File: config.mk
export PLATFORM = sky130hd
export DESIGN_NAME = fetch_stage
export DESIGN_NICKNAME = d
export VERILOG_FILES = /design/src/rtl/cpu_pkg.sv /design/src/rtl/fetch_stage.sv
export SDC_FILE = /design/constraint.sdc
export NUM_CORES = 1
export LEC_CHECK = 0
export BUFFER_PORTS_ARGS = -buffer_cell sky130_fd_sc_hd__buf_2
export CORE_MARGIN = 4
export CORE_UTILIZATION = 48
export DETAILED_ROUTE_END_ITERATION = 7
export PLACE_DENSITY = 0.82
export SKIP_CTS_REPAIR_TIMING = 1
export SYNTH_ARGS = -nofsm -noshare
export SYNTH_HDL_FRONTEND = slang
export SYNTH_SLANG_ARGS = --single-unit
File: constraint.sdc
create_clock -name clock -period 2.1 [get_ports clock]
set_clock_uncertainty 0.2 [all_clocks]
set_input_delay 0 -clock clock [delete_from_list [all_inputs] [get_ports clock]]
set_output_delay 0 -clock clock [all_outputs]
set_load 0.005 [all_outputs]
File: src/rtl/cpu_pkg.sv
// Shared CPU types: address/instruction widths and the fetch control state.
package cpu_pkg;

  localparam int unsigned ADDR_W  = 8;
  localparam int unsigned INSTR_W = 16;

  typedef logic [ADDR_W-1:0]  pc_t;
  typedef logic [INSTR_W-1:0] instr_t;

  typedef enum logic {
    IDLE = 1'b0,
    RUN  = 1'b1
  } fetch_state_t;

endpackage

File: src/rtl/fetch_stage.sv
// PC/fetch control feeding a 1-cycle synchronous-read instruction memory.
// Latency: address issued this cycle, word+PC valid next cycle; stall re-reads the displayed word.
module fetch_stage #(
  parameter int unsigned     ADDR_W   = cpu_pkg::ADDR_W,
  parameter int unsigned     INSTR_W  = cpu_pkg::INSTR_W,
  parameter logic [ADDR_W-1:0] RESET_PC = '0,
  parameter int unsigned     CNT_W    = 16
) (
  input  logic               clock,
  input  logic               reset_n,
  input  logic               start,
  input  logic               stall,
  input  logic               redirect,
  input  logic [ADDR_W-1:0]  redirect_target,
  output logic [ADDR_W-1:0]  imem_address,
  input  logic [INSTR_W-1:0] imem_instruction,
  output logic               if_valid,
  output logic [ADDR_W-1:0]  if_pc,
  output logic [INSTR_W-1:0] if_instruction,
  output logic [CNT_W-1:0]   fetch_count
);

  import cpu_pkg::*;

  fetch_state_t      state_q, state_d;
  logic [ADDR_W-1:0] pc_q, pc_d;
  logic [ADDR_W-1:0] if_pc_q, if_pc_d;
  logic              if_valid_q, if_valid_d;
  logic [CNT_W-1:0]  cnt_q, cnt_d;
  logic [ADDR_W-1:0] addr;

  // pc_q always holds the address after if_pc_q, so the memory is one step ahead.
  always_comb begin
    state_d    = state_q;
    pc_d       = pc_q;
    if_pc_d    = if_pc_q;
    if_valid_d = if_valid_q;
    cnt_d      = cnt_q;
    addr       = RESET_PC;
    case (state_q)
      IDLE: begin
        if (start) begin
          state_d    = RUN;
          if_pc_d    = RESET_PC;
          pc_d       = RESET_PC + ADDR_W'(1);
          if_valid_d = 1'b1;
        end
      end
      RUN: begin
        if (if_valid_q && !stall && !redirect) cnt_d = cnt_q + CNT_W'(1);
        if (redirect) begin
          addr       = redirect_target;
          if_pc_d    = redirect_target;
          pc_d       = redirect_target + ADDR_W'(1);
          if_valid_d = 1'b1;
        end else if (stall) begin
          addr = if_pc_q;
        end else begin
          addr       = pc_q;
          if_pc_d    = pc_q;
          pc_d       = pc_q + ADDR_W'(1);
          if_valid_d = 1'b1;
        end
      end
      default: state_d = IDLE;
    endcase
  end

  always_ff @(posedge clock or negedge reset_n) begin
    if (!reset_n) begin
      state_q    <= IDLE;
      pc_q       <= RESET_PC;
      if_pc_q    <= RESET_PC;
      if_valid_q <= 1'b0;
      cnt_q      <= '0;
    end else begin
      state_q    <= state_d;
      pc_q       <= pc_d;
      if_pc_q    <= if_pc_d;
      if_valid_q <= if_valid_d;
      cnt_q      <= cnt_d;
    end
  end

  assign imem_address   = addr;
  assign if_valid       = if_valid_q;
  assign if_pc          = if_pc_q;
  assign if_instruction = imem_instruction;
  assign fetch_count    = cnt_q;

endmodule
# Word level (Yosys, flattened, before mapping)
# Index checks and enable logic that the tools add are counted.
[word_totals] latch_bits=0 ff_bits=34 mem_bits_ro=0 mem_bits_rw=0 n_memories=0 in_bits=29
[classes] order_cmp=0 n_reduce_logical=6 mux=15 div_mod_pow=0 shifts=0 bitwise=1 n_mul=0 n_eq_ne=2 addsub=3
[ops] op="8-bit 2-to-1 mux" count=7
[ops] op="8-bit case mux with 2 select lines" count=2
[ops] op="16-bit by 1-bit adder with 16-bit output (second input constant)" count=1
[ops] op="8-bit by 1-bit adder with 8-bit output (second input constant)" count=2
[ops] op="1-bit 2-to-1 mux" count=5
[ops] op="2-bit AND reduction" count=2
[ops] op="3-bit != test (second input constant)" count=1
[ops] op="1-bit logical AND" count=2
[ops] op="1-bit logical NOT" count=2
[ops] op="2-bit != test (second input constant)" count=1
[ops] op="1-bit case mux with 2 select lines" count=1
[ops] op="1-bit inverter" count=1

# Longest topological paths before layout
[logic_depth] depth_word=4 mapped_depth=8 depth_no_buf=7

# Worst setup path after synthesis
# Ideal clock, no wire load.
[synth_path] path_kind="flip-flop to flip-flop" startpoint="register pc_q[1]" endpoint="register pc_q[4]" path_slack_ns=0.357 stages_incl_launch_ff=7 path_buffers=0 t_arrival_ns=1.414 cell_sequence="dfrtp_1 mux2_2 ha_1 and4_1 a41oi_1 xnor2_1 o21ai_0"
[synth_via] elab_chain_cells=4
[synth_rtl] item="start, declared" line_no="fetch_stage.sv:26" source="logic [ADDR_W-1:0] pc_q, pc_d;"
[synth_rtl] item="start signal, assigned" line_no="fetch_stage.sv:78" source="pc_q <= pc_d;"
[synth_rtl] item="8-bit by 1-bit adder with 8-bit output" line_no="fetch_stage.sv:61" source="pc_d = pc_q + ADDR_W'(1);"
[synth_rtl] item="8-bit 2-to-1 mux" line_no="fetch_stage.sv:56" source="end else if (stall) begin"
[synth_rtl] item="8-bit 2-to-1 mux" line_no="fetch_stage.sv:51" source="if (redirect) begin"
[synth_rtl] item="8-bit case mux with 2 select lines" line_no="fetch_stage.sv:40" source="case (state_q)"
# No other way between the ends. The select of a mux whose other input is x is not followed.
# A chain may end at the register's enable or synchronous reset.

# Worst setup path after layout
# Ends and elaborated chain as after synthesis.

==> run metrics <==
status complete, no violations; antenna cells 0; # setup viols final 0; Max FO, Critical Path 4; met1 usage 0.214; Clk pwr share 0.317; Root Driver clkbuf_8; Die X 72.2 um; aggregate global-route resource usage 0.170; Switching Power 560 uW; WP buf/inv 0; Synth-to-Final Area Change 25.1%; grt peak-use layer met2; Crit Path Class flop to flop; Int Pwr 1.37 mW; GRT Residual Overflow 0; Cells after Synth 190; peak supply drop 0.000460 V; top cells by area, synth dfrtp_1 43%, xnor2_1 6.6%, buf_4 6.1%; Vert. Die Dim 72.2 um; # fillers 323; DIE AREA 5210 um^2; Yosys top cell by area dfrtp_1; met2 Use GR 0.274; Clk Latency, worst-skew pair 0.29 ns; Clk pin slew, worst setup/hold paths 0.06 ns; total chip power 1.93 mW; number of buffers created by CTS 5; Post-synth EDFFs 0; min Tclk post-route 1.84 ns; pin count of the biggest net entering global routing 35; maximum clock rate 0.544 GHz; starting density of the core 0.494; Synth top area share 0.431; Startpoint Class flop; Avg Cell Area, Syn 10.4 um^2; number of remaining DRC errors 0; port buffer count 45; maximum root-to-sink buffer count 2; pre-CTS setup slack 0.273 ns; drt wl/cell 14.9 um; Post-Syn Area 1980 um^2; routed wire length 4.43 mm; crit-path max cell delay 0.40 ns; grt met3 use 0.0582; Seq/Total Area, Yosys 0.431; initial antenna violation count 0; vias in the first global route 1,453; Leak Pwr 1.23 nW; Setup TNS 0 ns; sequential power share 0.459; fin crit share 0.876; Final ANT Viol Nets 0; RD Place Congestion 0.828; IO Pins 78; Worst EP arrival 1.80 ns; RSZ-0062 raised after global routing no; Cell Pwr Density 780 nW/um^2; Max transition margin 0.492; Async SR Flop Fraction 1.00; Synthesized Nets 221; Row Count 23; htree depth 2; layout cells sized above 1 0.280; Worst Hold Class input pin to flop; Critical Path RT 2.06 ns; critical path's top delay family flip-flops; Net Sw Frac 0.290; global-route wire length before repair 6.89 mm; DRT iter0 DRCs 77; core area 4000 um^2; Fin. Hold Viols 0; Reg2Reg Setup Slack 0.26 ns; Post-DP HPWL 3.00 mm; drt pass-1 iters 4; clock net sink count 34; CTS tree done; most frequent cells in the layout 45 x buf_2, 34 x dfrtp_1, 25 x nand2_1; Nets 277; Crit. End Element flop; Comb pwr share 0.224; maxcap violations 0; dominant synthesized flop cell dfrtp_1; Worst-Margin Slew 0.762 ns; Yosys cell types 43; cells along the critical path mux2_2 > ha_1 > and4_1 > a41oi_1 > xnor2_1 > o21ai_0; synth warn 0; Pins Over Slew Limit 0; Vias 1,608; vias per cell 5.43; register bit total from synthesis 34; most common cell after layout, fill and taps aside buf_2; Worst path slowest cell dfrtp_1; final setup margin 0.260 ns
==> cells by family after synthesis <==
group / synth area share
flops: 0.431
xor+xnor: 0.0887
simple gates: 0.182
buf+inv: 0.0918
mux: 0.0621
fa+ha+maj: 0.0127
compound gates: 0.132
==> worst min-delay path: cells and delay by family <==
kind	cells	cell delay, ns
AOI/OAI and AO/OA	1	0.10
and+or+nand+nor	1	0.15
buffers and inverters	1	0.21
==> registers in the layout, indices dropped and copies added (netlist names) <==
register,count
if_pc,8
state_q,1
if_valid,1
fetch_count,16
pc_q,8
==> power by group through the flow <==
stage / logic (mW) / clock network (mW) / registers [mW]
CTS: 0.398 / 0.628 / 0.884
finish: 0.432 / 0.611 / 0.886
floorplan: 0.265 / 0 / 0.875
detailed placement: 0.397 / 0 / 0.895
global placement: 0.387 / 0 / 0.889
global route: 0.482 / 0.659 / 0.906
==> worst paths after layout <==
path                                    to       startpoint  cells past startpoint
min                                pc_q[0]            stall                      3
max                                pc_q[4]          pc_q[1]                      6
max in group asynchronous   fetch_count[8]          reset_n                      2
max reg2reg                        pc_q[4]          pc_q[1]                      6
min reg2reg                fetch_count[15]  fetch_count[15]                      1
min in group asynchronous         if_pc[4]          reset_n                      2
==> layout make-up <==
cell class	count	area (um^2)	share of cell area
tap	50	62.6	0.0253
sequential	34	851	0.344
timing repair buffer	72	488	0.197
clock buffer	6	82.6	0.0334
clock inverter	1	30.0	0.0121
multi-input combinational	129	943	0.382
inverter	4	15.0	0.00607
==> per-stage QoR <==
stage                     instances  utilization  cell area [um^2]  hold slack (ns)
final                           296        0.618              2470           0.0237
after global routing            296        0.618              2470           0.0475
after CTS                       272        0.558              2230           -0.403
after detailed placement        265        0.530              2120           -0.200
after global placement          265        0.530              2120           -0.200
after floorplan                 190            -              1980           -0.496
==> per-layer routing <==
layer | share of wire | routed length, um
met4 | 0.0097 | 43
met1 | 0.42 | 1870
met3 | 0.084 | 373
met2 | 0.48 | 2140
met5 | 0 | 0
==> Yosys cell counts, types with 2 or more instances <==
cell       n
dfrtp_1   34
nand2_1   25
buf_4     16
xnor2_1   15
mux2i_1   10
a21o_1     8
nand3_1    8
o21ai_0    8
nor2_1     5
o211a_1    5
xor2_1     5
and2_1     4
buf_2      4
inv_1      3
nand4_1    3
and3_1     2
and4_1     2
buf_6      2
ha_1       2
mux2_2     2
nand2b_1   2
nand4b_1   2
nor3_4     2
o21a_1     2
Note: power is estimated with default switching activity, not from simulation.
